**config.mk**
```make
export PLATFORM = sky130hd
export DESIGN_NAME = piso_serializer
export DESIGN_NICKNAME = d
export VERILOG_FILES = /design/src/rtl/piso_pkg.sv /design/src/rtl/piso_serializer.sv
export SDC_FILE = /design/constraint.sdc
export NUM_CORES = 1
export LEC_CHECK = 0
export ABC_CLOCK_PERIOD_IN_PS = 3400
export CORE_MARGIN = 2
export CORE_UTILIZATION = 49
export CTS_BUF_LIST = sky130_fd_sc_hd__clkbuf_16
export CTS_CLUSTER_SIZE = 10
export DETAILED_ROUTE_END_ITERATION = 10
export PLACE_DENSITY = 0.78
export SYNTH_ARGS = -nofsm -noshare
export SYNTH_HDL_FRONTEND = slang
export SYNTH_SLANG_ARGS = --single-unit
export TNS_END_PERCENT = 30
```
**constraint.sdc**
```tcl
create_clock -name clk -period 3.4 [get_ports clk]
set_input_delay 0.68 -clock clk [delete_from_list [all_inputs] [get_ports clk]]
set_output_delay 0.68 -clock clk [all_outputs]
set_load 0.01 [all_outputs]
```
**src/rtl/piso_pkg.sv**
```systemverilog
// Shared types and sizing helpers for the parallel-in / serial-out serializer.
// The PARITY state is only reachable when PISO_PARITY_EN is defined.
package piso_pkg;

  typedef enum logic [1:0] {
    IDLE   = 2'd0,
    SHIFT  = 2'd1,
    PARITY = 2'd2
  } state_t;

  localparam int WIDTH_DEF = 8;

  function automatic int cnt_w(input int width);
    return (width < 2) ? 1 : $clog2(width);
  endfunction

endpackage

```
**src/rtl/piso_serializer.sv**
```systemverilog
// Parallel-in / serial-out serializer with back-to-back frame support.
// Optional feature: define PISO_PARITY_EN to append an even-parity bit to every frame.
module piso_serializer
  import piso_pkg::*;
#(
  parameter int WIDTH     = WIDTH_DEF,
  parameter bit MSB_FIRST = 1'b1
) (
  input  logic             clk,
  input  logic             rst_n,
  input  logic             sync_clr,
  input  logic             load_valid,
  input  logic [WIDTH-1:0] load_data,
  output logic             load_ready,
  output logic             sd_out,
  output logic             sd_valid,
  output logic             sd_first
);

  localparam int                CNT_W    = cnt_w(WIDTH);
  localparam logic [CNT_W-1:0]  LAST_CNT = CNT_W'(WIDTH - 1);

  state_t             r_state;
  logic [WIDTH-1:0]   r_shift;
  logic [CNT_W-1:0]   r_cnt;
  logic               r_sd_out;
  logic               r_sd_valid;
  logic               r_sd_first;

  state_t             w_state_nxt;
  logic [WIDTH-1:0]   w_shift_nxt;
  logic [CNT_W-1:0]   w_cnt_nxt;
  logic               w_sd_out_nxt;
  logic               w_last_bit;
  logic               w_last_cycle;
  logic               w_accept;

`ifdef PISO_PARITY_EN
  logic               r_par;
  logic               w_par_nxt;
`endif

  // Bit currently at the head of the shift register in transmit order.
  function automatic logic head_bit(input logic [WIDTH-1:0] v);
    return MSB_FIRST ? v[WIDTH-1] : v[0];
  endfunction

  function automatic logic [WIDTH-1:0] shift_one(input logic [WIDTH-1:0] v);
    return MSB_FIRST ? {v[WIDTH-2:0], 1'b0} : {1'b0, v[WIDTH-1:1]};
  endfunction

  assign w_last_bit = (r_state == SHIFT) && (r_cnt == LAST_CNT);

`ifdef PISO_PARITY_EN
  assign w_last_cycle = (r_state == PARITY);
`else
  assign w_last_cycle = w_last_bit;
`endif

  // Ready in IDLE or on the final frame cycle so frames can abut without a gap.
  assign load_ready = rst_n & ~sync_clr & ((r_state == IDLE) | w_last_cycle);
  assign w_accept   = load_valid & load_ready;

  always_comb begin
    w_state_nxt = r_state;
    w_shift_nxt = r_shift;
    w_cnt_nxt   = r_cnt;
`ifdef PISO_PARITY_EN
    w_par_nxt   = r_par;
`endif
    if (sync_clr) begin
      w_state_nxt = IDLE;
      w_shift_nxt = '0;
      w_cnt_nxt   = '0;
`ifdef PISO_PARITY_EN
      w_par_nxt   = 1'b0;
`endif
    end else if (w_accept) begin
      w_state_nxt = SHIFT;
      w_shift_nxt = load_data;
      w_cnt_nxt   = '0;
`ifdef PISO_PARITY_EN
      w_par_nxt   = ^load_data;
`endif
    end else begin
      case (r_state)
        SHIFT: begin
          if (w_last_bit) begin
            w_cnt_nxt = '0;
`ifdef PISO_PARITY_EN
            w_state_nxt = PARITY;
`else
            w_state_nxt = IDLE;
`endif
          end else begin
            w_shift_nxt = shift_one(r_shift);
            w_cnt_nxt   = r_cnt + CNT_W'(1);
          end
        end
        default: w_state_nxt = IDLE;
      endcase
    end
  end

  always_comb begin
    w_sd_out_nxt = 1'b0;
    case (w_state_nxt)
      SHIFT:   w_sd_out_nxt = head_bit(w_shift_nxt);
`ifdef PISO_PARITY_EN
      PARITY:  w_sd_out_nxt = w_par_nxt;
`endif
      default: w_sd_out_nxt = 1'b0;
    endcase
  end

  // Serial outputs are registered from next-state values: no input-to-output path.
  always_ff @(posedge clk or negedge rst_n) begin
    if (!rst_n) begin
      r_state    <= IDLE;
      r_shift    <= '0;
      r_cnt      <= '0;
      r_sd_out   <= 1'b0;
      r_sd_valid <= 1'b0;
      r_sd_first <= 1'b0;
`ifdef PISO_PARITY_EN
      r_par      <= 1'b0;
`endif
    end else begin
      r_state    <= w_state_nxt;
      r_shift    <= w_shift_nxt;
      r_cnt      <= w_cnt_nxt;
      r_sd_out   <= w_sd_out_nxt;
      r_sd_valid <= (w_state_nxt != IDLE);
      r_sd_first <= (w_state_nxt == SHIFT) && (w_cnt_nxt == '0);
`ifdef PISO_PARITY_EN
      r_par      <= w_par_nxt;
`endif
    end
  end

  assign sd_out   = r_sd_out;
  assign sd_valid = r_sd_valid;
  assign sd_first = r_sd_first;

endmodule

```
==> metrics.json <==
{
  "number_of_synthesized_flops_with_an_enable_pin": 0,
  "p_total_uw": 451,
  "dp.cells": 94,
  "slew-limit-headroom": 0.646,
  "floorplan.core_area_um2": 1470,
  "skew_ns": 0.00440,
  "yosys-top-cells-count": "sky130_fd_sc_hd__dfrtp_1, sky130_fd_sc_hd__o2bb2ai_1, sky130_fd_sc_hd__mux2i_1, sky130_fd_sc_hd__nand2_1",
  "postSynthRegisterBits": 15,
  "synth_most_common_cell": "sky130_fd_sc_hd__dfrtp_1",
  "ctsHoldBuffers": 0,
  "crit_family": "buffers and inverters",
  "timing.critical_path.mode_cell": "sky130_fd_sc_hd__clkdlybuf4s50_1",
  "maximum_number_of_pins_on_one_net_before_global_route_repair": 17,
  "synth-async-reset-ratio": 1.00,
  "viasPerCell": 5.46,
  "yosys_warnings": 0,
  "synth-seq-area-share": 0.504,
  "remaining_drc_errors": 0,
  "num_rows": 14,
  "die_area_um2": 1850,
  "cts_setup_buffers": 0,
  "netlist_area_um2": 744,
  "timing.critical_path.cells": "clkdlybuf4s50_1 -> nor4b_1 -> clkdlybuf4s50_1",
  "ys.flop_type": "sky130_fd_sc_hd__dfrtp_1",
  "antenna_found_initial": 0,
  "post_synth_inst_count": 63,
  "post-dp-hpwl_um": 962,
  "clockRootBuffer": "sky130_fd_sc_hd__clkbuf_16",
  "cts-resized-gates": 0,
  "synthesis.area_per_instance_um2": 11.8,
  "worst_slew_pin_slew_ns": 0.527,
  "dieHeight_um": 43.0,
  "synth_cell_types": 24,
  "ant_nets": 0,
  "synth_top_area_cell": "sky130_fd_sc_hd__dfrtp_1",
  "tritoncts.num_buffers": 3,
  "cts_buffer_depth": 2,
  "fin_crit_ns": 2.79,
  "outcome": "completed",
  "first_iter_violations": 2,
  "routed_wirelength_mm": 1.40,
  "clkSlewWorstSetupHoldPaths_ns": 0.05,
  "worst_setup_path_end_kind": "primary output",
  "starting_density": 0.506,
  "timing.critical_path.fanout_max": 6,
  "post_synth_main_area_contributors": "sky130_fd_sc_hd__dfrtp_1, sky130_fd_sc_hd__o2bb2ai_1, sky130_fd_sc_hd__mux2i_1",
  "layout.nets": 97,
  "buffer_ports.inserted": 15,
  "setup.worst_path.class": "in2out",
  "vias_in_the_first_global_route": 542,
  "fin_tns_setup_ns": 0,
  "syn-num-nets": 77,
  "timing.critical_path.slowest_stage_cell": "sky130_fd_sc_hd__clkdlybuf4s50_1",
  "fill_cells": 118,
  "wl_per_cell_um": 14.3,
  "count_of_max_cap_constraint_violations": 0,
  "groute.usage.overall": 0.191,
  "crit_arrival_ns": 2.11,
  "die_width_um": 43.0,
  "timing.critical_path.required_ns": 2.72,
  "grt_first_pass_wirelength_mm": 2.51,
  "tritoncts": "yes",
  "multiInputGateArea_um2": 338,
  "clkLatencyLatePin_ns": 0.24,
  "cts.htree.levels": 1,
  "critPathBufInv": 2,
  "globalRouteOverflowTotal": 0,
  "clock.fmax_mhz": 358,
  "dr_total_vias": 535,
  "report.final.setup_viol": 0,
  "cts_sinks": 15,
  "signed_area_change_from_the_synthesized_netlist_to_the_final_layout_pct": 33.3,
  "max-vdd-ir-drop_uv": 257,
  "cp-start-kind": "input pin",
  "design.portCount": 16,
  "critical_path.max_stage_delay_ns": 0.58,
  "post-synth-top-area-fraction": 0.504,
  "worstHoldPathType": "reg2reg",
  "seqCellArea_um2": 375,
  "hold_viol_final": 0,
  "finalMaxSlewViolations": 0,
  "dr.pass1.iters": 4,
  "leakagePower_nw": 0.408,
  "fraction_of_final_layout_cells_sized_beyond_drive_strength_1": 0.110,
  "final.period_utilization": 0.821,
  "gp_congestion": 0.722,
  "power-per-cell-area_nw_per_um2": 454,
  "grt_setup_unrepaired": "false",
  "n_antenna_cell": 0,
  "post_route_insts_no_fill": 98
}
## flip-flops by register name (all words and copies together), names as in the netlist
name and count:
r_shift 7, r_cnt 3, sd_first 1, sd_out 1, r_state 2, sd_valid 1
## per-layer routing
| layer | global-route usage | wire (um) | part of all wire |
|---|---|---|---|
| met3 | 0.0511 | 46 | 0.033 |
| met4 | 0.109 | 35 | 0.025 |
| met5 | 0 | 0 | 0 |
| met2 | 0.300 | 654 | 0.47 |
| met1 | 0.235 | 661 | 0.47 |
## through the flow
| stage | worst slack (ns) | utilization | hold WS (ns) | area, um2 |
|---|---|---|---|---|
| CTS | 0.599 | 0.674 | 0.531 | 992 |
| global placement | 0.622 | 0.621 | 0.518 | 913 |
| global route | 0.543 | 0.674 | 0.561 | 992 |
| detailed placement | 0.603 | 0.621 | 0.525 | 913 |
| floorplan | 1.46 | - | 0.384 | 744 |
| finish | 0.609 | 0.674 | 0.527 | 992 |
## path summary, 6_finish.rpt
| kind | from | end | slack, ns | cells past startpoint |
|---|---|---|---|---|
| setup / recovery | sync_clr | load_ready | 0.61 | 3 |
| hold / removal | r_shift[6]$_DFFE_PN0P_ | sd_out$_DFF_PN0_ | 0.53 | 2 |
| setup reg to reg | r_cnt[0]$_DFF_PN0_ | sd_first$_DFF_PN0_ | 1.47 | 6 |
| hold reg to reg | r_shift[6]$_DFFE_PN0P_ | sd_out$_DFF_PN0_ | 0.53 | 2 |
| max in group asynchronous | rst_n | r_cnt[2]$_DFF_PN0_ | 2.41 | 2 |
| min in group asynchronous | rst_n | sd_out$_DFF_PN0_ | 0.81 | 2 |
## power breakdown
group	switching, mW	total (mW)	internal [mW]	leakage (nW)
clock	0.0667	0.222	0.155	0.0423
combinational	0.0177	0.0404	0.0228	0.161
sequential	0.00422	0.189	0.184	0.205
## kinds of logic after synthesis
| group | synth area share |
|---|---|
| flops | 0.504 |
| compound gates | 0.155 |
| fa+ha+maj | 0.0336 |
| simple gates | 0.160 |
| other cells | 0.00504 |
| buf+inv | 0.0420 |
| mux | 0.101 |
## final cells by class
cell class,count,share of cell area
sequential,15,0.378
inverter,2,0.00757
clock inverter,1,0.00378
clock buffer,3,0.0757
multi-input combinational,43,0.340
timing repair buffer,18,0.174
tap,16,0.0202
## placed cells by master (no fill, tap or decap), types with 2 or more instances in the layout
master                            count
sky130_fd_sc_hd__dfrtp_1             15
sky130_fd_sc_hd__a211oi_1             3
sky130_fd_sc_hd__o2bb2ai_1            7
sky130_fd_sc_hd__buf_4                3
sky130_fd_sc_hd__nor3b_1              2
sky130_fd_sc_hd__nand2b_1             3
sky130_fd_sc_hd__inv_1                3
sky130_fd_sc_hd__ha_1                 2
sky130_fd_sc_hd__mux2i_1              6
sky130_fd_sc_hd__a21oi_1              3
sky130_fd_sc_hd__clkbuf_16            3
sky130_fd_sc_hd__clkdlybuf4s50_1     15
sky130_fd_sc_hd__nand2_1              6
## worst register-to-register path: cells and delay by family, from the launching register on
| kind | cells | cell delay [ns] |
|---|---|---|
| AO/OA/AOI/OAI | 2 | 0.42 |
| AND/OR/NAND/NOR | 1 | 0.32 |
| adder cells (fa/ha/maj) | 2 | 0.46 |
| buffers and inverters | 1 | 0.19 |
| flip-flops | 1 | 0.42 |
Note: power is estimated with default switching activity, not from simulation.
